===== src/rtl/mem_initiator_pkg.sv =====
// Shared widths and memory-operation encodings for the KV10 memory initiator.
package mem_initiator_pkg;
    localparam int WORD          = 36;
    localparam int PADDRSIZE     = 22;
    localparam int WATCHDOG_BITS = 10;

    typedef enum logic [1:0] {
        MEM_OP_READ  = 2'b00,
        MEM_OP_WRITE = 2'b01,
        MEM_OP_RMW   = 2'b10,
        MEM_OP_RSVD  = 2'b11
    } mem_op_e;
endpackage


===== src/rtl/mem_initiator_watchdog.sv =====
// Down-counting acknowledge watchdog; expired flags a held request whose count reached zero.
module mem_watchdog
    import mem_initiator_pkg::*;
(
    input  logic                     clk,
    input  logic                     reset,
    input  logic                     load,
    input  logic                     run,
    input  logic [WATCHDOG_BITS-1:0] load_value,
    output logic                     expired
);

    logic [WATCHDOG_BITS-1:0] r_count;

    always_ff @(posedge clk) begin
        if (reset) begin
            r_count <= '0;
        end else if (load) begin
            r_count <= load_value;
        end else if (run && (r_count != '0)) begin
            r_count <= r_count - 1'b1;
        end
    end

    assign expired = run && (r_count == '0);

endmodule


===== src/rtl/mem_initiator.sv =====
// Bus-master side of the KV10 memory handshake: READ, WRITE and PDP-10 read-modify-write
// with held request levels and a watchdog that turns a missing acknowledge into NXM.
module mem_initiator
    import mem_initiator_pkg::*;
#(
    parameter int TIMEOUT = 255
) (
    input  logic                 clk,
    input  logic                 reset,
    input  logic                 cpu_req,
    input  logic [1:0]           cpu_op,
    input  logic [PADDRSIZE-1:0] cpu_addr,
    input  logic [WORD-1:0]      cpu_wdata,
    input  logic                 cpu_wb,
    output logic                 cpu_ready,
    output logic                 cpu_done,
    output logic [WORD-1:0]      cpu_rdata,
    output logic                 cpu_nxm,
    output logic [PADDRSIZE-1:0] mem_addr,
    output logic [WORD-1:0]      mem_write_data,
    output logic                 mem_read,
    output logic                 mem_write,
    input  logic [WORD-1:0]      mem_read_data,
    input  logic                 read_ack,
    input  logic                 write_ack,
    input  logic                 nxm
);

    typedef enum logic [2:0] {
        S_IDLE,
        S_RD,
        S_WR,
        S_RMW_RD,
        S_RMW_HOLD,
        S_RMW_WR
    } state_e;

    localparam logic [WATCHDOG_BITS-1:0] WD_LOAD = WATCHDOG_BITS'(TIMEOUT);

    state_e                 r_state, w_state_nx;
    logic [PADDRSIZE-1:0]   r_mem_addr, w_mem_addr_nx;
    logic [WORD-1:0]        r_mem_wdata, w_mem_wdata_nx;
    logic [WORD-1:0]        r_cpu_rdata, w_cpu_rdata_nx;
    logic                   r_mem_read, w_mem_read_nx;
    logic                   r_mem_write, w_mem_write_nx;
    logic                   r_cpu_done, w_cpu_done_nx;
    logic                   r_cpu_nxm, w_cpu_nxm_nx;
    logic                   r_cpu_ready, w_cpu_ready_nx;
    logic                   w_wd_load, w_wd_run, w_expired;

    // The watchdog only counts while a request level is actually on the bus.
    assign w_wd_run = (r_state == S_RD) || (r_state == S_WR) ||
                      (r_state == S_RMW_RD) || (r_state == S_RMW_WR);

    mem_watchdog u_watchdog (
        .clk        (clk),
        .reset      (reset),
        .load       (w_wd_load),
        .run        (w_wd_run),
        .load_value (WD_LOAD),
        .expired    (w_expired)
    );

    always_comb begin
        w_state_nx     = r_state;
        w_mem_addr_nx  = r_mem_addr;
        w_mem_wdata_nx = r_mem_wdata;
        w_cpu_rdata_nx = r_cpu_rdata;
        w_mem_read_nx  = r_mem_read;
        w_mem_write_nx = r_mem_write;
        w_cpu_done_nx  = 1'b0;
        w_cpu_nxm_nx   = 1'b0;
        w_wd_load      = 1'b0;

        case (r_state)
            S_IDLE: begin
                if (cpu_req && r_cpu_ready) begin
                    w_mem_addr_nx  = cpu_addr;
                    w_mem_wdata_nx = cpu_wdata;
                    case (mem_op_e'(cpu_op))
                        MEM_OP_READ: begin
                            w_state_nx    = S_RD;
                            w_mem_read_nx = 1'b1;
                            w_wd_load     = 1'b1;
                        end
                        MEM_OP_WRITE: begin
                            w_state_nx     = S_WR;
                            w_mem_write_nx = 1'b1;
                            w_wd_load      = 1'b1;
                        end
                        MEM_OP_RMW: begin
                            w_state_nx    = S_RMW_RD;
                            w_mem_read_nx = 1'b1;
                            w_wd_load     = 1'b1;
                        end
                        default: begin
                            w_cpu_done_nx = 1'b1;
                            w_cpu_nxm_nx  = 1'b1;
                        end
                    endcase
                end
            end
            // nxm outranks a coincident acknowledge; wrong-kind acks fall through unseen.
            S_RD, S_RMW_RD: begin
                if (nxm || (w_expired && !read_ack)) begin
                    w_mem_read_nx = 1'b0;
                    w_cpu_done_nx = 1'b1;
                    w_cpu_nxm_nx  = 1'b1;
                    w_state_nx    = S_IDLE;
                end else if (read_ack) begin
                    w_mem_read_nx  = 1'b0;
                    w_cpu_rdata_nx = mem_read_data;
                    w_cpu_done_nx  = 1'b1;
                    w_state_nx     = (r_state == S_RD) ? S_IDLE : S_RMW_HOLD;
                end
            end
            S_WR, S_RMW_WR: begin
                if (nxm || (w_expired && !write_ack)) begin
                    w_mem_write_nx = 1'b0;
                    w_cpu_done_nx  = 1'b1;
                    w_cpu_nxm_nx   = 1'b1;
                    w_state_nx     = S_IDLE;
                end else if (write_ack) begin
                    w_mem_write_nx = 1'b0;
                    w_cpu_done_nx  = 1'b1;
                    w_state_nx     = S_IDLE;
                end
            end
            S_RMW_HOLD: begin
                if (cpu_wb) begin
                    w_mem_wdata_nx = cpu_wdata;
                    w_mem_write_nx = 1'b1;
                    w_wd_load      = 1'b1;
                    w_state_nx     = S_RMW_WR;
                end
            end
            default: begin
                w_state_nx     = S_IDLE;
                w_mem_read_nx  = 1'b0;
                w_mem_write_nx = 1'b0;
            end
        endcase

        w_cpu_ready_nx = (w_state_nx == S_IDLE);
    end

    always_ff @(posedge clk) begin
        if (reset) begin
            r_state     <= S_IDLE;
            r_mem_addr  <= '0;
            r_mem_wdata <= '0;
            r_cpu_rdata <= '0;
            r_mem_read  <= 1'b0;
            r_mem_write <= 1'b0;
            r_cpu_done  <= 1'b0;
            r_cpu_nxm   <= 1'b0;
            r_cpu_ready <= 1'b1;
        end else begin
            r_state     <= w_state_nx;
            r_mem_addr  <= w_mem_addr_nx;
            r_mem_wdata <= w_mem_wdata_nx;
            r_cpu_rdata <= w_cpu_rdata_nx;
            r_mem_read  <= w_mem_read_nx;
            r_mem_write <= w_mem_write_nx;
            r_cpu_done  <= w_cpu_done_nx;
            r_cpu_nxm   <= w_cpu_nxm_nx;
            r_cpu_ready <= w_cpu_ready_nx;
        end
    end

    assign cpu_ready      = r_cpu_ready;
    assign cpu_done       = r_cpu_done;
    assign cpu_rdata      = r_cpu_rdata;
    assign cpu_nxm        = r_cpu_nxm;
    assign mem_addr       = r_mem_addr;
    assign mem_write_data = r_mem_wdata;
    assign mem_read       = r_mem_read;
    assign mem_write      = r_mem_write;

endmodule


===== config.mk =====
export PLATFORM = sky130hd
export DESIGN_NAME = mem_initiator
export DESIGN_NICKNAME = d
export VERILOG_FILES = /design/src/rtl/mem_initiator_pkg.sv /design/src/rtl/mem_initiator_watchdog.sv /design/src/rtl/mem_initiator.sv
export SDC_FILE = /design/constraint.sdc
export NUM_CORES = 1
export LEC_CHECK = 0
export BUFFER_PORTS_ARGS = -buffer_cell sky130_fd_sc_hd__buf_2
export CORE_MARGIN = 2
export CORE_UTILIZATION = 42
export CTS_CLUSTER_SIZE = 8
export DETAILED_ROUTE_END_ITERATION = 6
export PLACE_DENSITY = 0.88
export SKIP_LAST_GASP = 1
export SLEW_MARGIN = 40
export SYNTH_ARGS = -nofsm -noshare
export SYNTH_HDL_FRONTEND = slang
export SYNTH_SLANG_ARGS = --single-unit

===== constraint.sdc =====
create_clock -name clk -period 1.59 [get_ports clk]
set_input_delay 0.2385 -clock clk [delete_from_list [all_inputs] [get_ports clk]]
set_output_delay 0.2385 -clock clk [all_outputs]
set_load 0.005 [all_outputs]

==> out/summary.txt, run 1 <==
OUTCOME
------------------------------------------------------------------------------------
Outcome                                                                 complete, but fails checks
Failing checks                                                          negative setup slack

CLOCKING
------------------------------------------------------------------------------------
Maximum count of clock buffers along a single path                                 2
CTS clock-pin slew for the worst setup and hold paths                        0.10 ns
Inserted Clock Buffers                                                             9
CTS Sinks                                                                        112
Skew-Pair Late Insertion Delay                                               0.36 ns
Maximum level of the CTS H-tree                                                    3
Count of hold-fix buffers inserted at cts                                          0
Clk root buf                                                            sky130_fd_sc_hd__clkbuf_8
TritonCTS clock tree                                                            done

CRITICAL PATH
------------------------------------------------------------------------------------
R2R cell count                                                                     5
Startpoint kind of the worst setup timing path                              register
Family with the most delay on the worst path                            simple AND/OR/NAND/NOR gates
Largest stage delay on the critical path                                     0.63 ns
Capture instance of the worst register-to-register path                 cpu_ready$_SDFF_PP1_
Type of element capturing the critical path                                 register
Classification of the worst setup path                                    reg -> reg
Arrival @ worst endpoint                                                     1.97 ns
Flop-to-flop setup slack                                                    -0.13 ns
Critical path peak fanout                                                          6
Cells along the critical path                                           nand2_4, or4_4, o31ai_2, a32oi_2, o2111a_1
R2r startpoint                                                          cpu_ready$_SDFF_PP1_
Data required time of the worst path                                         1.84 ns
Worst path buffer plus inverter count                                              0
Critical Path Slowest Stage Cell                                        sky130_fd_sc_hd__or4_4

PWR
------------------------------------------------------------------------------------
Power density relative to cell area                                      1200 nW/µm²
Leak                                                                         3.02 nW
Worst vdd rail ir drop                                                        604 µV

TIMING
------------------------------------------------------------------------------------
Worst setup slack after layout                                             -0.128 ns
Max-slew headroom                                                              55.7%
Total count of hold-check failures in the final report                             0
Worst-Margin Slew                                                           0.665 ns
Fraction of the cycle the final worst path needs                                108%
Shortest period the worst path allows                                        1.72 ns
Number of failing setup endpoints in the final timing report                      47
Highest Clock Rate                                                           582 MHz
Final number of max-transition violations                                          0
Setup repair after global routing missed its margin                              yes
Worst setup skew after layout                                              0.0109 ns

LOGIC SYNTHESIS
------------------------------------------------------------------------------------
Synth Cell Area                                                             4400 µm²
Leading cell type by number of instances after synthesis                sky130_fd_sc_hd__nand2_1
Post-synth net total                                                             648
Top FF cell, synth                                                      sky130_fd_sc_hd__dfxtp_1
Yosys warning count                                                                0
Proportion of netlist area held by the largest area contributor                51.0%
Most area-hungry cell type in the Yosys netlist                         sky130_fd_sc_hd__dfxtp_1
Synth top area cells                                                    sky130_fd_sc_hd__dfxtp_1 (51%), sky130_fd_sc_hd__nand2_1 (16%), sky130_fd_sc_hd__a21oi_1 (12%), sky130_fd_sc_hd__ha_1 (1.7%), sky130_fd_sc_hd__clkbuf_1 (1.5%)
Number of library cell types mapped by synthesis                                  48
Sequential fraction of the synthesis area                                      51.0%
Synth top cells by count                                                sky130_fd_sc_hd__nand2_1 (191), sky130_fd_sc_hd__dfxtp_1 (112), sky130_fd_sc_hd__a21oi_1 (105), sky130_fd_sc_hd__clkbuf_1 (18), sky130_fd_sc_hd__nor2_1 (14)
Synthesis-stage register bit count                                               112
Share of flip-flops with an asynchronous set or reset after synthesis             0%
Average footprint of a synthesized cell                                     8.16 µm²
Post-Synthesis Cells                                                             539
Number of synthesized flops with an enable pin                                     0

DRT
------------------------------------------------------------------------------------
DR DRC count                                                                       0
Vias after detailed routing                                                    4,633
Drt total wl                                                               14,300 µm
Routed length per placed instance                                            15.7 µm
Count of TritonRoute iterations in the first routing pass                          4
Count of nets left with antenna violations after detail routing                    0
Post-DR vias/cell                                                               5.11
Iter 0 DRT Violations                                                            387

LAYOUT
------------------------------------------------------------------------------------
Area grow syn2layout                                                           49.4%
Nets                                                                             876
Area of all placed cells without fillers                                    6570 µm²
Fraction of final layout cells sized beyond drive strength 1                   47.6%
Number of inserted diodes                                                          0

PLACE
------------------------------------------------------------------------------------
Buffers on Ports                                                                 201
Final estimated routing congestion in global placement                         0.855
Half-perimeter wire length of the detailed placement result                  8800 µm
Placement Setup Slack                                                      -0.126 ns
Post-detailed-placement cell area                                           5770 µm²

GLOBAL ROUTING
------------------------------------------------------------------------------------
Overflow left after global routing                                                 0
Wire length of the first global-routing pass                               18,700 µm
Largest net degree at the start of global routing                                 63
Initial antenna violation count                                                    0
Via count of the first global-routing pass                                     3,964
Global Route Usage Sum                                                         20.6%

MIN PATH
------------------------------------------------------------------------------------
Hold WC Path Type                                                          in -> reg
Hold path endpoint                                                      mem_addr[10]$_SDFFE_PP0P_
Hold Crit Start                                                         cpu_addr[10]
Hold Path Cell Cnt                                                                 3

FLOORPLAN
------------------------------------------------------------------------------------
Height of the chip                                                            106 µm
Top-Level Pins                                                                   202
Placement Rows                                                                    37
Initial standard-cell utilization of the core                                  43.0%
Core footprint                                                            10,200 µm²
Horiz. Die Dim                                                                106 µm
Area of the die                                                           11,300 µm²

RUN
------------------------------------------------------------------------------------
Reported max-cap violation count                                                   0

==> registers in the layout (all words and copies together), names as in the netlist <==
| signal | count |
|---|---|
| cpu_nxm | 1 |
| mem_read | 1 |
| cpu_rdata | 36 |
| cpu_ready | 1 |
| mem_write_data | 36 |
| mem_write | 1 |
| cpu_done | 1 |
| mem_addr | 22 |
| r_state | 3 |
| u_watchdog.r_count | 10 |
==> timing repair <==
item	4_1_cts	5_1_grt
setup buffers	1	5
endpoints found under the hold margin	0	0
setup endpoints to repair	48	89
pin swaps	5	78
resized for setup	8	118
gates cloned	1	8
==> power breakdown <==
part | internal, W | total (W) | switching, W
sequential | 0.00314 | 0.00335 | 0.000213
combinational | 0.00136 | 0.00291 | 0.00154
clock | 0.000722 | 0.00163 | 0.000905
==> per-stage QoR <==
| step | power, W | utilization (%) | cells | hold slack, ns | setup TNS, ns |
|---|---|---|---|---|---|
| after global placement | 0.00548 | 56.4 | 879 | 0.435 | -0.110 |
| after global routing | 0.00829 | 64.3 | 907 | 0.0776 | -6.46 |
| after floorplan | 0.00458 | - | 539 | 0.374 | -0.174 |
| after detailed placement | 0.00555 | 56.4 | 879 | 0.440 | -0.754 |
| after CTS | 0.00725 | 59.0 | 895 | 0.0831 | -0.224 |
| final | 0.00789 | 64.3 | 907 | 0.104 | -2.45 |
==> worst min-delay path, cell delays in order <==
cell,delay [ns]
sky130_fd_sc_hd__buf_2,0.09
sky130_fd_sc_hd__nand2_1,0.04
sky130_fd_sc_hd__a21oi_1,0.05
==> cell usage in the layout, fill, tap and decap left out, types with 3 or more instances in the layout <==
cell                       netlist  final
sky130_fd_sc_hd__buf_4           4     32
sky130_fd_sc_hd__nor4_4          2      3
sky130_fd_sc_hd__nor3_1          3      3
sky130_fd_sc_hd__nor2_1         14     13
sky130_fd_sc_hd__inv_1          12     10
sky130_fd_sc_hd__ha_1            6      5
sky130_fd_sc_hd__nand4_1         4      4
sky130_fd_sc_hd__clkbuf_8        0      9
sky130_fd_sc_hd__xor2_1          6      6
sky130_fd_sc_hd__nand2_4         1     25
sky130_fd_sc_hd__and2_4          1      6
sky130_fd_sc_hd__dfxtp_2         0      5
sky130_fd_sc_hd__a21oi_2         0     33
sky130_fd_sc_hd__dfxtp_1       112    107
sky130_fd_sc_hd__buf_12          0      6
sky130_fd_sc_hd__buf_6           5      5
sky130_fd_sc_hd__nand2_2         0     12
sky130_fd_sc_hd__a21oi_1       105     71
sky130_fd_sc_hd__nand2_1       191    154
sky130_fd_sc_hd__buf_2           8    200
sky130_fd_sc_hd__nand2b_1        3      3
==> cell families (layout without fill, tap and decap cells) <==
| family | Yosys count | count (layout) | synth area share [%] |
|---|---|---|---|
| xor gates and xnor gates | 8 | 8 | 1.59 |
| AOI/OAI and AO/OA | 133 | 133 | 17.4 |
| DFF | 112 | 112 | 51.0 |
| adders and majority gates | 6 | 6 | 1.71 |
| buffers and inverters | 47 | 274 | 5.43 |
| and+or+nand+nor | 233 | 238 | 22.9 |
==> metal layers <==
layer / vias up / track usage, % / share of wire, % / wire length [µm]
met5: - / 0 / 0 / 0
met4: 0 / 6.58 / 2.6 / 378
met3: 33 / 4.60 / 6.5 / 933
met2: 193 / 37.8 / 51 / 7340
met1: 2164 / 23.7 / 39 / 5630
li1: 2243 / - / - / -
==> area by class of cell <==
type	instances	area, µm²
clock buffers	10	128
clock inverters	5	58.8
fillers	847	3660
inverters	12	45.0
multi-input cells	385	2410
flip-flops and latches	112	2250
well taps	136	170
repair buffers	247	1520
==> how the worst max path moves through the flow <==
| stage | cells past startpoint | start | end | slack, ns |
|---|---|---|---|---|
| 2_1_floorplan | 6 | r_state[2]$_SDFF_PP0_ | cpu_ready$_SDFF_PP1_ | -0.02 |
| 3_3_place_gp | 8 | u_watchdog.r_count[1]$_SDFFE_PP0P_ | cpu_done$_SDFF_PP0_ | -0.05 |
| 3_5_place_dp | 8 | u_watchdog.r_count[1]$_SDFFE_PP0P_ | cpu_ready$_SDFF_PP1_ | -0.13 |
| 4_1_cts | 7 | u_watchdog.r_count[0]$_SDFFE_PP0P_ | cpu_ready$_SDFF_PP1_ | -0.08 |
| 5_1_grt | 8 | u_watchdog.r_count[1]$_SDFFE_PP0P_ | u_watchdog.r_count[8]$_SDFFE_PP0P_ | -0.20 |
| 6_report | 5 | cpu_ready$_SDFF_PP1_ | cpu_ready$_SDFF_PP1_ | -0.13 |
(Power assumes the default switching activity.)
==> run 2: changes to the inputs <==
--- a/config.mk
+++ b/config.mk
@@ -10,7 +10,9 @@
 export CORE_UTILIZATION = 42
 export CTS_CLUSTER_SIZE = 8
 export DETAILED_ROUTE_END_ITERATION = 6
+export GPL_ROUTABILITY_DRIVEN = 1
 export PLACE_DENSITY = 0.88
+export REMOVE_ABC_BUFFERS = 1
 export SKIP_LAST_GASP = 1
 export SLEW_MARGIN = 40
 export SYNTH_ARGS = -nofsm -noshare
==> out/summary.txt, run 2 (synthesis gave the netlist of run 1 again) <==
OUTCOME
------------------------------------------------------------------------------
Outcome                                                           complete, but fails checks
Failing checks                                                    negative setup slack

PLACE
------------------------------------------------------------------------------
Half-perimeter wire length of the detailed placement result            8110 µm   -7.9%
Placement Setup Slack                                                -0.184 ns   -0.0582 ns
Buffers on Ports                                                           201   unchanged
Final estimated routing congestion in global placement                   0.862   +0.82%

PWR
------------------------------------------------------------------------------
P_int                                                                0.00519 W   -0.68%
Net switching fraction of the power                                      32.1%   -1.6 points
P_sw                                                                 0.00246 W   -7.8%
Portion of total power attributed to sequential cells                    43.7%   +1.2 points
Clock power share                                                        23.4%   +2.8 points
Worst vdd rail ir drop                                                  532 µV   -12%
Power density relative to cell area                                1210 nW/µm²   +1.1%
Share of total power in combinational logic                              32.8%   -4.1 points
Leak                                                                   2.86 nW   -5.2%

FLOORPLAN
------------------------------------------------------------------------------
Height of the chip                                                      106 µm   unchanged
Placement Rows                                                              37   unchanged
Initial standard-cell utilization of the core                            43.0%   unchanged
Horiz. Die Dim                                                          106 µm   unchanged
Top-Level Pins                                                             202   unchanged
Area of the die                                                     11,300 µm²   unchanged
Core footprint                                                      10,200 µm²   unchanged

GLOBAL ROUTING
------------------------------------------------------------------------------
Global Route Usage Sum                                                   19.7%   -0.91 points
Met3 track demand over resource                                          5.40%   +0.80 points
Initial antenna violation count                                              0   unchanged
Largest net degree at the start of global routing                           52   -17%
Fraction of met1 tracks used by global routing                           23.4%   -0.30 points
Overflow left after global routing                                           0   unchanged
Met2 Resource Use GR                                                     34.8%   -3.0 points
Wire length of the first global-routing pass                         18,200 µm   -2.6%
Via count of the first global-routing pass                               3,980   +0.40%
Gr busiest metal                                                          met2

RUN
------------------------------------------------------------------------------
Reported max-cap violation count                                             0   unchanged

DRT
------------------------------------------------------------------------------
DR DRC count                                                                 0   unchanged
Iter 0 DRT Violations                                                      281   -27%
Vias after detailed routing                                              4,434   -4.3%
Post-DR vias/cell                                                         4.90   -4.1%
Drt total wl                                                         12,400 µm   -13%
Count of TritonRoute iterations in the first routing pass                    4   unchanged
Count of nets left with antenna violations after detail routing              0   unchanged
Routed length per placed instance                                      13.7 µm   -13%

LAYOUT
------------------------------------------------------------------------------
Area grow syn2layout                                                     43.3%
Nets                                                                       873   -0.34%
Commonest cells after routing, fill and taps aside                sky130_fd_sc_hd__buf_2 (200), sky130_fd_sc_hd__nand2_1 (186), sky130_fd_sc_hd__dfxtp_1 (106)
Fraction of final layout cells sized beyond drive strength 1             41.0%   -6.6 points
Number of inserted diodes                                                    0   unchanged
Leading cell type in the layout, fill and taps excluded           sky130_fd_sc_hd__buf_2

CLOCKING
------------------------------------------------------------------------------
Inserted Clock Buffers                                                       9   unchanged
Skew-Pair Late Insertion Delay                                         0.36 ns   about the same
Clk root buf                                                      sky130_fd_sc_hd__clkbuf_8
CTS clock-pin slew for the worst setup and hold paths                  0.11 ns   about the same
TritonCTS clock tree                                                      done
CTS Sinks                                                                  112   unchanged
Maximum count of clock buffers along a single path                           2   unchanged
Maximum level of the CTS H-tree                                              3   unchanged
Count of hold-fix buffers inserted at cts                                    0   unchanged

TIMING
------------------------------------------------------------------------------
Number of failing setup endpoints in the final timing report                17   -64%
Final number of max-transition violations                                    0   unchanged
Worst setup slack after layout                                       -0.129 ns   -0.000147 ns
Worst hold slack across all endpoints                                0.0981 ns   -0.00633 ns
Fraction of the cycle the final worst path needs                          108%   about the same
Max-slew headroom                                                        65.0%   +9.3 points
Worst setup skew after layout                                        0.0135 ns   +0.00262 ns
Highest Clock Rate                                                     582 MHz   about the same
Total count of hold-check failures in the final report                       0   unchanged
Worst-Margin Slew                                                     0.525 ns   -0.140 ns
Setup repair after global routing missed its margin                        yes
Shortest period the worst path allows                                  1.72 ns   +0.000147 ns

MIN PATH
------------------------------------------------------------------------------
Hold WC Path Type                                                    in -> reg
Hold Path Cell Cnt                                                           3   unchanged
Hold Crit Start                                                   cpu_wdata[13]
Hold path endpoint                                                mem_write_data[13]$_SDFFE_PP0P_

CRITICAL PATH
------------------------------------------------------------------------------
Type of element capturing the critical path                           register
Data required time of the worst path                                   1.83 ns   about the same
Critical path peak fanout                                                    6   unchanged
Largest stage delay on the critical path                               0.35 ns   -0.28 ns
Arrival @ worst endpoint                                               1.96 ns   about the same
Classification of the worst setup path                              reg -> reg
Cells along the critical path                                     inv_2, ha_4, nor4b_4, buf_4, a311oi_4, buf_6, nand4_1, xnor2_1, nor3_1
Worst path buffer plus inverter count                                        3   +3
Family with the most delay on the worst path                      buffers and inverters
Flop-to-flop setup slack                                              -0.13 ns   about the same
R2r startpoint                                                    u_watchdog.r_count[1]$_SDFFE_PP0P_
Capture instance of the worst register-to-register path           u_watchdog.r_count[8]$_SDFFE_PP0P_
Critical Path Slowest Stage Cell                                  sky130_fd_sc_hd__dfxtp_2
R2R cell count                                                               9   +4
Startpoint kind of the worst setup timing path                        register

[run 2: worst reg2reg max path, cell delays in order, from the launching register on]
cell and delay (ns):
sky130_fd_sc_hd__dfxtp_2 0.35, sky130_fd_sc_hd__inv_2 0.05, sky130_fd_sc_hd__ha_4 0.14, sky130_fd_sc_hd__nor4b_4 0.13, sky130_fd_sc_hd__buf_4 0.15, sky130_fd_sc_hd__a311oi_4 0.24, sky130_fd_sc_hd__buf_6 0.16, sky130_fd_sc_hd__nand4_1 0.12
sky130_fd_sc_hd__xnor2_1 0.20, sky130_fd_sc_hd__nor3_1 0.06
[run 2: cell type report]
type                    count  area (µm²)
fillers                   919        3930
well taps                 136         170
clock buffers              11         151
multi-input cells         383        2150
clock inverters             5        63.8
repair buffers            246        1470
inverters                  12        45.0
flip-flops and latches    112        2250
[run 2: stage by stage]
stage | total power (W) | TNS [ns] | util (%) | std cells | instance area, µm²
after floorplan | 0.00437 | -37.71 | - | 504 | 4210
after global placement | 0.00537 | -0.448 | 55.8 | 873 | 5710
after detailed placement | 0.00542 | -1.62 | 55.8 | 873 | 5710
after CTS | 0.00739 | -0.863 | 59.1 | 895 | 6050
after global routing | 0.00808 | -2.98 | 61.6 | 905 | 6300
final | 0.00765 | -1.11 | 61.6 | 905 | 6300
[run 2: worst max-delay path by stage]
stage	cells past startpoint	endpoint	slack (ns)	start
after floorplan	3	cpu_done$_SDFF_PP0_	-0.48	r_state[2]$_SDFF_PP0_
after global placement	7	cpu_ready$_SDFF_PP1_	-0.11	u_watchdog.r_count[0]$_SDFFE_PP0P_
after detailed placement	7	cpu_ready$_SDFF_PP1_	-0.18	u_watchdog.r_count[0]$_SDFFE_PP0P_
after CTS	9	u_watchdog.r_count[6]$_SDFFE_PP0P_	-0.10	u_watchdog.r_count[1]$_SDFFE_PP0P_
after global routing	9	u_watchdog.r_count[8]$_SDFFE_PP0P_	-0.21	u_watchdog.r_count[1]$_SDFFE_PP0P_
final	9	u_watchdog.r_count[8]$_SDFFE_PP0P_	-0.13	u_watchdog.r_count[1]$_SDFFE_PP0P_
[run 2: per-layer routing]
metal	vias to the layer above	share of wire, %
met2	151	51
met5	-	0
met3	9	6.3
met4	0	0.93
li1	2242	-
met1	2032	42
[run 2: power groups by stage]
stage	sequential (W)	clock [W]	combinational [W]
2_1_floorplan	0.00344	0	0.000929
3_3_place_gp	0.00337	0	0.00200
3_5_place_dp	0.00339	0	0.00203
4_1_cts	0.00333	0.00186	0.00220
5_1_grt	0.00338	0.00195	0.00275
6_report	0.00335	0.00179	0.00251
[run 2: timing repair]
item,CTS,global route
gates resized for setup,20,41
gates cloned,1,6
setup endpoints to repair,53,89
pin swaps,17,35
buffers inserted,6,5
endpoints found under the hold margin,0,0
==> run 3: changes to the inputs <==
--- a/config.mk
+++ b/config.mk
@@ -6,7 +6,7 @@
 export NUM_CORES = 1
 export LEC_CHECK = 0
 export BUFFER_PORTS_ARGS = -buffer_cell sky130_fd_sc_hd__buf_2
-export CORE_MARGIN = 2
+export CORE_MARGIN = 4
 export CORE_UTILIZATION = 42
 export CTS_CLUSTER_SIZE = 8
 export DETAILED_ROUTE_END_ITERATION = 6
==> out/summary.txt, run 3 (synthesis gave the netlist of run 1 again) <==
FLOORPLAN
------------------------------------------------------------------------------
Horiz. Die Dim                                                          110 µm   +3.8%
Placement Rows                                                              37   unchanged
Height of the chip                                                      110 µm   +3.8%
Top-Level Pins                                                             202   unchanged
Area of the die                                                     12,200 µm²   +7.7%
Core footprint                                                      10,300 µm²   +0.45%
Initial standard-cell utilization of the core                            42.8%   -0.19 points

CRITICAL PATH
------------------------------------------------------------------------------
Cells along the critical path                                     nor4_4, buf_4, and3_4, a21oi_2, buf_6, a32oi_2, o2111a_1
CP Depth                                                                     7   -2
Type of element capturing the critical path                           register
R2R cell count                                                               7   -2
Family with the most delay on the worst path                      simple AND/OR/NAND/NOR gates
Largest stage delay on the critical path                               0.38 ns   +0.03 ns
Critical path peak fanout                                                    4   -2
Startpoint kind of the worst setup timing path                        register
Data required time of the worst path                                   1.88 ns   +0.05 ns
Capturing element of the worst setup path                         cpu_ready$_SDFF_PP1_
Capture instance of the worst register-to-register path           cpu_ready$_SDFF_PP1_
Worst path buffer plus inverter count                                        2   -1
Arrival @ worst endpoint                                               1.98 ns   +0.02 ns
Classification of the worst setup path                              reg -> reg
Worst Setup SP                                                    u_watchdog.r_count[6]$_SDFFE_PP0P_
Flop-to-flop setup slack                                               -0.1 ns   +0.03 ns
R2r startpoint                                                    u_watchdog.r_count[6]$_SDFFE_PP0P_
Critical Path Slowest Stage Cell                                  sky130_fd_sc_hd__dfxtp_4

TIMING
------------------------------------------------------------------------------
Total count of hold-check failures in the final report                       0   unchanged
Worst setup slack after layout                                      -0.0974 ns   +0.0312 ns
Final number of max-transition violations                                    0   unchanged
Worst setup skew after layout                                        0.0129 ns   -0.000552 ns
Setup repair after global routing missed its margin                        yes
Highest Clock Rate                                                     593 MHz   +1.8%
Number of failing setup endpoints in the final timing report                15   -2
Shortest period the worst path allows                                  1.69 ns   -0.0312 ns
Max-slew headroom                                                        74.8%   +9.8 points
Worst-Margin Slew                                                     0.377 ns   -0.147 ns
Fraction of the cycle the final worst path needs                          106%   -2.0 points

CLOCKING
------------------------------------------------------------------------------
CTS Sinks                                                                  112   unchanged
Maximum level of the CTS H-tree                                              3   unchanged
Maximum count of clock buffers along a single path                           2   unchanged
Skew-Pair Late Insertion Delay                                         0.36 ns   about the same
TritonCTS clock tree                                                      done
CTS clock-pin slew for the worst setup and hold paths                  0.11 ns   about the same
Inserted Clock Buffers                                                       9   unchanged
Clk root buf                                                      sky130_fd_sc_hd__clkbuf_8

PWR
------------------------------------------------------------------------------
P_int                                                                0.00483 W   -6.9%
Portion of total power attributed to sequential cells                    46.8%   +3.1 points
Total power                                                          0.00713 W   -6.8%
Net switching fraction of the power                                      32.2%   +0.085 points
P_sw                                                                 0.00229 W   -6.6%
Share of total power in combinational logic                              32.1%   -0.7 points
Power density relative to cell area                                1180 nW/µm²   -3.1%
Clock power share                                                        21.0%   -2.4 points
Leak                                                                   2.78 nW   -2.7%
Worst vdd rail ir drop                                                  584 µV   +9.8%

PLACE
------------------------------------------------------------------------------
Buffers on Ports                                                           201   unchanged
DP Cell Count                                                              875   +0.23%
Half-perimeter wire length of the detailed placement result            8620 µm   +6.2%
Final estimated routing congestion in global placement                   0.893   +3.5%

LAYOUT
------------------------------------------------------------------------------
Area used by multi-input combinational logic                          2000 µm²   -7.0%
Fraction of final layout cells sized beyond drive strength 1             37.6%   -3.3 points
Commonest cells after routing, fill and taps aside                sky130_fd_sc_hd__buf_2 (201), sky130_fd_sc_hd__nand2_1 (191), sky130_fd_sc_hd__dfxtp_1 (109)
Area taken by flip-flops and latches                                  2250 µm²   -0.17%
Number of inserted diodes                                                    0   unchanged
Nets                                                                       869   -0.46%
Count of non-filler cells in the finished layout                           899   -0.66%
Fillers                                                                    912   -0.76%
Leading cell type in the layout, fill and taps excluded           sky130_fd_sc_hd__buf_2
Area grow syn2layout                                                     37.8%

OUTCOME
------------------------------------------------------------------------------
Outcome                                                           complete, but fails checks
Failing checks                                                    negative setup slack

GLOBAL ROUTING
------------------------------------------------------------------------------
Wire length of the first global-routing pass                         17,700 µm   -2.6%
Global Route Usage Sum                                                   18.0%   -1.7 points
Overflow left after global routing                                           0   unchanged
Initial antenna violation count                                              0   unchanged
Via count of the first global-routing pass                               3,927   -1.3%
Largest net degree at the start of global routing                           74   +42%

DRT
------------------------------------------------------------------------------
Vias after detailed routing                                              4,404   -0.68%
Count of TritonRoute iterations in the first routing pass                    4   unchanged
Post-DR vias/cell                                                         4.90   about the same
DR DRC count                                                                 0   unchanged
Routed length per placed instance                                      13.5 µm   -2.0%
Drt total wl                                                         12,100 µm   -2.7%
Count of nets left with antenna violations after detail routing              0   unchanged
Iter 0 DRT Violations                                                      298   +6.0%

RUN
------------------------------------------------------------------------------
Reported max-cap violation count                                             0   unchanged

MIN PATH
------------------------------------------------------------------------------
Hold WC Path Type                                                    in -> reg

==> run 3: repair_timing <==
| item | CTS | global route |
|---|---|---|
| pin swaps | 7 | 12 |
| endpoints found under the setup margin | 34 | 70 |
| hold buffers | 0 | 0 |
| gates resized for setup | 15 | 6 |
| buffers inserted | 2 | 7 |
| gates cloned | 0 | 2 |
==> run 3: worst min-delay path by stage <==
stage / from / endpoint / slack [ns] / cells past startpoint
floorplan: reset / cpu_done$_SDFF_PP0_ / 0.30 / 1
global placement: mem_write_data[2]$_SDFFE_PP0P_ / mem_write_data[2]$_SDFFE_PP0P_ / 0.44 / 2
detailed placement: mem_write_data[28]$_SDFFE_PP0P_ / mem_write_data[28]$_SDFFE_PP0P_ / 0.44 / 2
CTS: cpu_addr[15] / mem_addr[15]$_SDFFE_PP0P_ / 0.07 / 3
global route: mem_read_data[24] / cpu_rdata[24]$_SDFFE_PP0P_ / 0.08 / 3
finish: cpu_addr[15] / mem_addr[15]$_SDFFE_PP0P_ / 0.10 / 3
==> run 3: cell type report <==
| type | count | area share (%) |
|---|---|---|
| inverter | 12 | 0.743 |
| timing repair buffer | 245 | 23.7 |
| tap | 136 | 2.81 |
| clock inverter | 5 | 0.681 |
| clock buffer | 9 | 2.04 |
| multi-input combinational | 380 | 32.9 |
| sequential | 112 | 37.1 |
==> run 3: tightest hold or removal path, stage by stage <==
cell                      delay (ns)
sky130_fd_sc_hd__buf_2          0.09
sky130_fd_sc_hd__nand2_1        0.04
sky130_fd_sc_hd__a21oi_1        0.05
==> run 3: power groups by stage <==
stage	Combinational, W	Sequential (W)	Clock (W)
6_report	0.00229	0.00334	0.00150
5_1_grt	0.00253	0.00338	0.00169
4_1_cts	0.00216	0.00334	0.00159
3_5_place_dp	0.00206	0.00339	0
3_3_place_gp	0.00202	0.00337	0
2_1_floorplan	0.000929	0.00344	0
==> run 3: per-layer routing <==
layer / wire [µm] / global-route usage (%)
met1: 4740 / 20.9
met5: 0 / 0
met4: 64 / 4.13
met3: 992 / 5.01
met2: 6300 / 32.8
==> run 3: stage by stage <==
| step | utilization [%] | worst slack, ns | hold WS (ns) | area [µm²] | setup TNS (ns) |
|---|---|---|---|---|---|
| 2_1_floorplan | - | -0.482 | 0.305 | 4210 | -37.71 |
| 3_5_place_dp | 55.7 | -0.139 | 0.442 | 5720 | -0.955 |
| 5_1_grt | 59.0 | -0.171 | 0.0798 | 6060 | -2.19 |
| 3_3_place_gp | 55.7 | -0.0717 | 0.435 | 5720 | -0.238 |
| 4_1_cts | 58.0 | -0.103 | 0.0740 | 5960 | -0.362 |
| 6_report | 59.0 | -0.0974 | 0.103 | 6060 | -0.618 |
